File: config.mk
export PLATFORM = sky130hd
export DESIGN_NAME = cpu
export DESIGN_NICKNAME = d
export VERILOG_FILES = /design/src/rtl/cpu.sv
export SDC_FILE = /design/constraint.sdc
export NUM_CORES = 1
export LEC_CHECK = 0
export ABC_AREA = 1
export CAP_MARGIN = 20
export CORE_UTILIZATION = 35
export CTS_BUF_LIST = sky130_fd_sc_hd__clkbuf_4 sky130_fd_sc_hd__clkbuf_8
export DETAILED_ROUTE_END_ITERATION = 8
export MAX_ROUTING_LAYER = met4
export PLACE_DENSITY_LB_ADDON = 0.05
export SYNTH_ARGS = -nofsm -noshare
export SYNTH_HDL_FRONTEND = slang
export SYNTH_SLANG_ARGS = --single-unit
File: constraint.sdc
create_clock -name clk -period 9.6 [get_ports clk]
set_input_delay 1.92 -clock clk [delete_from_list [all_inputs] [get_ports clk]]
set_output_delay 1.92 -clock clk [all_outputs]
set_load 0.1 [all_outputs]
File: src/rtl/cpu.sv
// cpu: single-cycle 16-bit CPU with 16 registers, Z/C flags, OUT port and HLT
module cpu #(
    parameter logic [15:0] RESET_PC = 16'h0000
) (
    input  logic        clk,
    input  logic        rst_n,
    input  logic [31:0] instruction,
    output logic [15:0] prom_addr,
    output logic [15:0] out_data,
    output logic        out_valid,
    output logic        halted
);
    logic [15:0] pc;
    logic [15:0] regs [16];
    logic        z, c;
    logic [3:0]  op, rs1, rd, rs2;
    logic [15:0] imm, a, b, res, pc_inc, pc_next;
    logic [16:0] sum;
    logic        wr, fl, c_new;

    assign op        = instruction[3:0];
    assign rs1       = instruction[7:4];
    assign rd        = instruction[11:8];
    assign rs2       = instruction[15:12];
    assign imm       = instruction[31:16];
    assign a         = regs[rs1];
    assign b         = regs[rs2];
    assign pc_inc    = pc + 16'd1;
    assign prom_addr = pc;

    // Decode: ALU result, carry, write/flag enables and next PC
    always_comb begin
        sum   = {1'b0, a} + {1'b0, (op == 4'h8) ? imm : b};
        res   = 16'h0;
        c_new = 1'b0;
        case (op)
            4'h1, 4'h8: {c_new, res} = sum;
            4'h2: begin
                res   = a - b;
                c_new = a < b;
            end
            4'h3: res = a & b;
            4'h4: res = a | b;
            4'h5: res = a ^ b;
            4'h6: res = a << imm[3:0];
            4'h7: res = a >> imm[3:0];
            4'hE: res = imm;
            default: res = 16'h0;
        endcase
        fl      = (op >= 4'h1) && (op <= 4'h8);
        wr      = (fl || op == 4'hE) && rd != 4'h0;
        pc_next = (op == 4'h9)               ? imm :
                  (op == 4'hA && z)          ? imm :
                  (op == 4'hB && !z)         ? imm :
                  (op == 4'hC && c)          ? imm :
                  (op == 4'hF)               ? pc  : pc_inc;
    end

    // Architectural state: reset, execute one instruction per edge, freeze when halted
    always_ff @(posedge clk) begin
        if (!rst_n) begin
            pc        <= RESET_PC;
            z         <= 1'b0;
            c         <= 1'b0;
            out_data  <= 16'h0;
            out_valid <= 1'b0;
            halted    <= 1'b0;
            for (int i = 0; i < 16; i++) regs[i] <= 16'h0;
        end else if (!halted) begin
            pc        <= pc_next;
            out_valid <= op == 4'hD;
            if (op == 4'hD) out_data <= a;
            if (op == 4'hF) halted <= 1'b1;
            if (wr) regs[rd] <= res;
            if (fl) begin
                z <= res == 16'h0;
                c <= c_new;
            end
        end else begin
            out_valid <= 1'b0;
        end
    end
endmodule

==> results.ini, run 1 <==
[status]
status = complete, no violations

[synthesis]
synth_enable_flop_cells = 256
synth-main-ff-cell = edfxtp_1
ys_ff_latch = 292
ys_types = 50
synth_area_leaders = edfxtp_1 (37%), nand2_1 (13%), inv_1 (8.8%)
synthArstFlopShare = 0
synth_top_area_cell = edfxtp_1
ys_seq_area_frac = 0.403
avgSynthCellArea_sq_um = 7.06
netlist_instances = 2957
synth_warnings = 0
synth_area_sq_um = 20900
yosysTopAreaCellShare = 0.368

[clock_network]
clkTransAtPathRegs_ns = 0.06
cts_tree = done
post_cts_buffers = 0
clock_latency_ns = 0.69
clockRootBuffer = clkbuf_8
cts_resized = 0
clk_path_buf_depth = 3
h-tree-depth = 2
hold_buffers = 0
clock-sinks = 292
cts_made_buffers = 56

[setup_path]
critical_path.max_fanout = 32
end_kind = register
rr_worst_depth = 22
cp-startpoint = instruction[14]
slowest_stage = buf_4
cp_common_cell = nand2_1
reg2reg_to = regs[6][4]
setup.worst_path.start_class = input pin
max_stage_delay_ns = 0.50
worstPathArrival_ns = 6.99
rrSetupSlack_ns = 5.13
worst-path-buf-inv = 7
path_delay_family = buffers and inverters
crit_required_ns = 10.00
setup.worst_path.end = regs[6][4]
crit_chain = clkdlybuf4s50_1 -> buf_4 -> inv_1 -> buf_4 -> nand2_1 -> o221ai_1 -> nand2_1 -> nand2_1 -> o21ai_0 -> ha_1 -> fa_1 -> nand2_1 -> inv_1 -> o21ai_0 -> nand2_1 -> o21ai_0 -> o211ai_1 -> nor2_1 -> nand2_1 -> nor2_1 -> inv_1 -> nand2_1 -> inv_1
r2r_start = regs[1][0]
critical_path_class = in2reg
critical_path_depth = 23

[sta]
fmaxAchievable_mhz = 152
setup_viol = 0
final_max_slew_viol_count = 0
hold_viol_final = 0
worst_slew_pin_slew_ns = 1.09
fin_tns_setup_ns = 0
min_period_ns = 6.59
slew_headroom = 0.272
grt_setup_unrepaired = no
fin_crit_sh = 0.686
clock_skew_ns = 0.0534

[drt]
drt-vias-per-instance = 5.29
drtPass1Iterations = 5
wl_per_cell_um = 21.9
route.detailed.drc = 0
ant_nets = 0
routed_wirelength_mm = 83.3
drt_iter0_markers = 2289
vias = 20100

[floorplan]
die_area_sq_um = 60700
ioPinCount = 68
die_h_um = 246
die_w_um = 246
core_sq_um = 59000
rows = 89
initial_core_util = 0.354

[power_and_ir_drop]
power_uw = 3700
peakVddDrop_mv = 0.0979
power_per_cell_area_nw_per_um2 = 159
p_leak_uw = 0.0111

[grt]
antenna_found_initial = 1
grt_usage = 0.282
grt_pass1_wl_mm = 123
grt.overflow.total = 0
grt_max_degree = 138
grt_pass1_vias = 18700

[job]
maxCapViolations = 0

[final_layout]
syn_to_final_growth_pct = 11.6
drive_above_1_share = 0.0651
final_cell_mix = nand2_1 (736), inv_1 (491), nand3_1 (333)
instances_no_fill = 3800
finalNetCount = 3084
layout_commonest_cell = nand2_1
stdcell_area_sq_um = 23300

[placement]
hpwlAfterDp_mm = 58.6
gp_congestion = 0.987
placed_area_sq_um = 22100
dpl.cell_count = 3696
port_buffers = 67

[min_path]
hold_path_class = reg2reg

==> worst register-to-register path: stages (launching register included) <==
cell and delay, ns:
edfxtp_1 0.37, inv_1 0.11, a21oi_1 0.07, o21ai_0 0.11, nand2_1 0.09, o221ai_1 0.19
nand2_1 0.20, nand2_1 0.10, o21ai_0 0.09, ha_1 0.30, fa_1 0.47, nand2_1 0.08
inv_1 0.05, o21ai_0 0.15, nand2_1 0.15, o21ai_0 0.37, o211ai_1 0.27, nor2_1 0.26
nand2_1 0.08, nor2_1 0.14, inv_1 0.38, nand2_1 0.18, inv_1 0.05
==> worst min-delay path by stage <==
stage                        startpoint            end  slack (ns)  cells after the start
after CTS                 prom_addr[15]  prom_addr[15]        0.51                      2
after detailed placement  prom_addr[15]  prom_addr[15]        0.50                      2
after global routing      prom_addr[15]  prom_addr[15]        0.55                      2
after global placement    prom_addr[15]  prom_addr[15]        0.49                      2
final                     prom_addr[15]  prom_addr[15]        0.51                      2
after floorplan                       c              c        0.50                      2
==> power by group <==
part	switching, uW	internal, uW	total, uW
Combinational	704	245	949
Clock	595	696	1290
Sequential	27.4	1440	1460
==> stage by stage <==
stage                     setup WS (ns)  hold WS, ns   util
final                              3.01        0.505  0.395
after global placement             2.43        0.487  0.375
after floorplan                    3.94        0.503      -
after global routing               2.69        0.547  0.395
after detailed placement           2.36        0.495  0.375
after CTS                          3.11        0.509  0.394
==> cells by family (layout without fill, tap and decap cells) <==
logic type,count (synthesis),after routing,synth area share
adders and majority gates,67,67,0.0409
and+or+nand+nor,1466,1466,0.296
AOI/OAI and AO/OA,467,467,0.129
xor gates and xnor gates,8,8,0.00335
buffers and inverters,656,710,0.127
DFF,292,292,0.403
other,1,17,0.000180
==> layout make-up <==
cell class,count,area [sq um]
Fill cell,6257,35700
Multi-Input combinational cell,2024,9870
Sequential cell,292,8410
Inverter,498,1870
Timing Repair Buffer,111,1050
Tap cell,773,967
Clock buffer,78,948
Clock inverter,23,189
Antenna cell,1,2.50
==> sequential cells by signal, indices dropped and copies added, names as in the netlist <==
name / count
regs: 256
out_data: 16
prom_addr: 16
c: 1
halted: 1
out_valid: 1
z: 1
==> synth_stat cells (all sizes together), types with 2 or more instances <==
cell,instances
o211ai,50
clkbuf,72
xnor2,4
clkinv,4
ha,65
o21bai,5
nand3,337
o221ai,20
a21boi,2
nor3,14
a221oi,10
dfxtp,36
edfxtp,256
inv,494
a21o,4
nand2,757
xor2,4
a21oi,162
o2111ai,4
nor2,305
o22ai,10
o21ai,189
nand4,21
a31oi,3
a211oi,3
fa,2
or2,30
buf,86
==> per-layer routing <==
metal  vias up  wire [um]  global-route usage
met3        97       5580              0.0321
met2       826      36800               0.424
met1      9532      39200               0.402
met4         0       1800              0.0712
met5         -          0                   -
li1       9632          -                   -
Power figures use the tool's default switching activity.
==> run 2, diff against run 1 <==
Clock period 9.6 ns to 5.36 ns, I/O delays scaled along.
==> run 2 against run 1 <==
  * Global-route usage rose by 1.2 points
  * Total power up 92%
  * Clock skew down 0.024 ns
  * Flip-flop and latch count stayed put
  * Final area grew 7.9%
  * First-iteration DRC count is 0.66% lower
  * Hold slack got worse by 0.0012 ns
  * Critical endpoint is now regs[9][5]
  * Largest cell class unchanged
  * Highest routed layer unchanged
==> results.ini, run 2 (same netlist as run 1, synthesis figures left out) <==
[setup_path]
setup.worst_path.start_class = input pin
path_delay_family = buffers and inverters
cp_common_cell = nand2_1
max_stage_delay_ns = 0.42
critical_path_class = in2reg
crit_required_ns = 5.79
worst-path-buf-inv = 10
end_kind = register
slowest_stage = buf_4
critical_path.max_fanout = 38
worstPathArrival_ns = 5.49

[floorplan]
die_w_um = 246
rows = 89
die_area_sq_um = 60700
initial_core_util = 0.354
ioPinCount = 68
core_sq_um = 59000
die_h_um = 246

[clock_network]
cts_made_buffers = 56
clkTransAtPathRegs_ns = 0.07
cts_resized = 0
clock_latency_ns = 0.69
post_cts_buffers = 0
clockRootBuffer = clkbuf_8
cts_tree = done
hold_buffers = 0
clock-sinks = 292
clk_path_buf_depth = 3
h-tree-depth = 2

[sta]
final_max_slew_viol_count = 0
grt_setup_unrepaired = no
min_period_ns = 5.06
fin_crit_sh = 0.943
clock_skew_ns = 0.0297
slew_headroom = 0.282
setup_viol = 0
worst_slew_pin_slew_ns = 1.07
fmaxAchievable_mhz = 198
hold_viol_final = 0

[grt]
busiest_layer = met2
grt_usage = 0.294
grt_use_met2 = 0.434
grt_pass1_wl_mm = 127
met3_usage = 0.0389
grt_max_degree = 57
met1_usage = 0.416
antenna_found_initial = 1
grt_pass1_vias = 19600
grt.overflow.total = 0

[final_layout]
finalNetCount = 3284
layout_commonest_cell = nand2_1
drive_above_1_share = 0.123
final_cell_mix = nand2_1 (736), inv_1 (491), nand3_1 (333)
syn_to_final_growth_pct = 20.4
largest_register = regs
final_util = 0.426
largest_register_ffs = 256

[power_and_ir_drop]
power.switching_uw = 2500
power_per_cell_area_nw_per_um2 = 283
combinationalPowerShare = 0.292
p_leak_uw = 0.0122
seqPwrFrac = 0.367
clockPowerShare = 0.341
swShare = 0.350
peakVddDrop_mv = 0.166
power_uw = 7130
p_int_uw = 4630

[drt]
vias = 20800
routed_wirelength_mm = 86.8
ant_nets = 0
drt-vias-per-instance = 5.21
route.detailed.drc = 0
drtPass1Iterations = 6
drt_iter0_markers = 2274
wl_per_cell_um = 21.7

[status]
status = complete, no violations

[placement]
gp_congestion = 0.979
port_buffers = 67
hpwlAfterDp_mm = 65.3

[job]
maxCapViolations = 0

[min_path]
hold_path_class = reg2reg

## run 2: changes by cell type in the layout (fill, tap and decap cells not counted), moves of 2 or more
| cell | previous run | this run |
|---|---|---|
| buf_12 | 2 | 27 |
| clkinv_1 | 11 | 14 |
| clkinv_8 | 2 | 0 |
| bufinv_16 | 2 | 4 |
| clkinv_2 | 10 | 6 |
| buf_4 | 41 | 218 |
## run 2: worst register-to-register path: cells and delay by family, from the launching register on
family,cells,cell delay [ns]
adders and majority gates,1,0.37
DFF,1,0.35
and+or+nand+nor,13,1.71
AOI/OAI and AO/OA,5,0.98
buffers and inverters,8,0.72
## run 2: worst paths after layout
check | slack (ns) | to | from | depth (start not counted)
setup / recovery | 0.30 | regs[9][5] | instruction[13] | 28
hold / removal | 0.50 | prom_addr[15] | prom_addr[15] | 2
setup reg to reg | 0.99 | regs[9][5] | regs[9][4] | 27
hold reg to reg | 0.50 | prom_addr[15] | prom_addr[15] | 2
## run 2: area by class of cell
cell class	instances	area, sq um
fill	6150	33900
multi-input combinational	2024	9880
tap	773	967
antenna	1	2.50
clock inverter	24	228
sequential	292	8410
inverter	498	1870
clock buffer	78	955
timing repair buffer	311	2840
## run 2: metal layers
metal  vias up  wire [um]
li1      10000          -
met5         -          0
met2       862      37600
met3       135       6050
met4         0       2470
met1      9813      40600
## run 2: power groups by stage
stage               combinational [uW]  sequential [uW]  clock (uW)
floorplan                         1030             2740           0
global placement                  2050             2660           0
detailed placement                2050             2660           0
CTS                               2060             2620        2490
global route                      2250             2630        2580
finish                            2080             2620        2430
## run 2: per-stage QoR
stage	cells	setup slack (ns)	setup TNS, ns	instance area (sq um)	hold slack (ns)
floorplan	2972	0.547	0	20900	0.503
finish	4001	0.303	0	25100	0.504
detailed placement	3898	-0.395	-14.20	24000	0.489
global placement	3898	-0.501	-27.09	24000	0.484
CTS	4000	0.334	0	25100	0.499
global route	4001	0.0432	0	25100	0.545
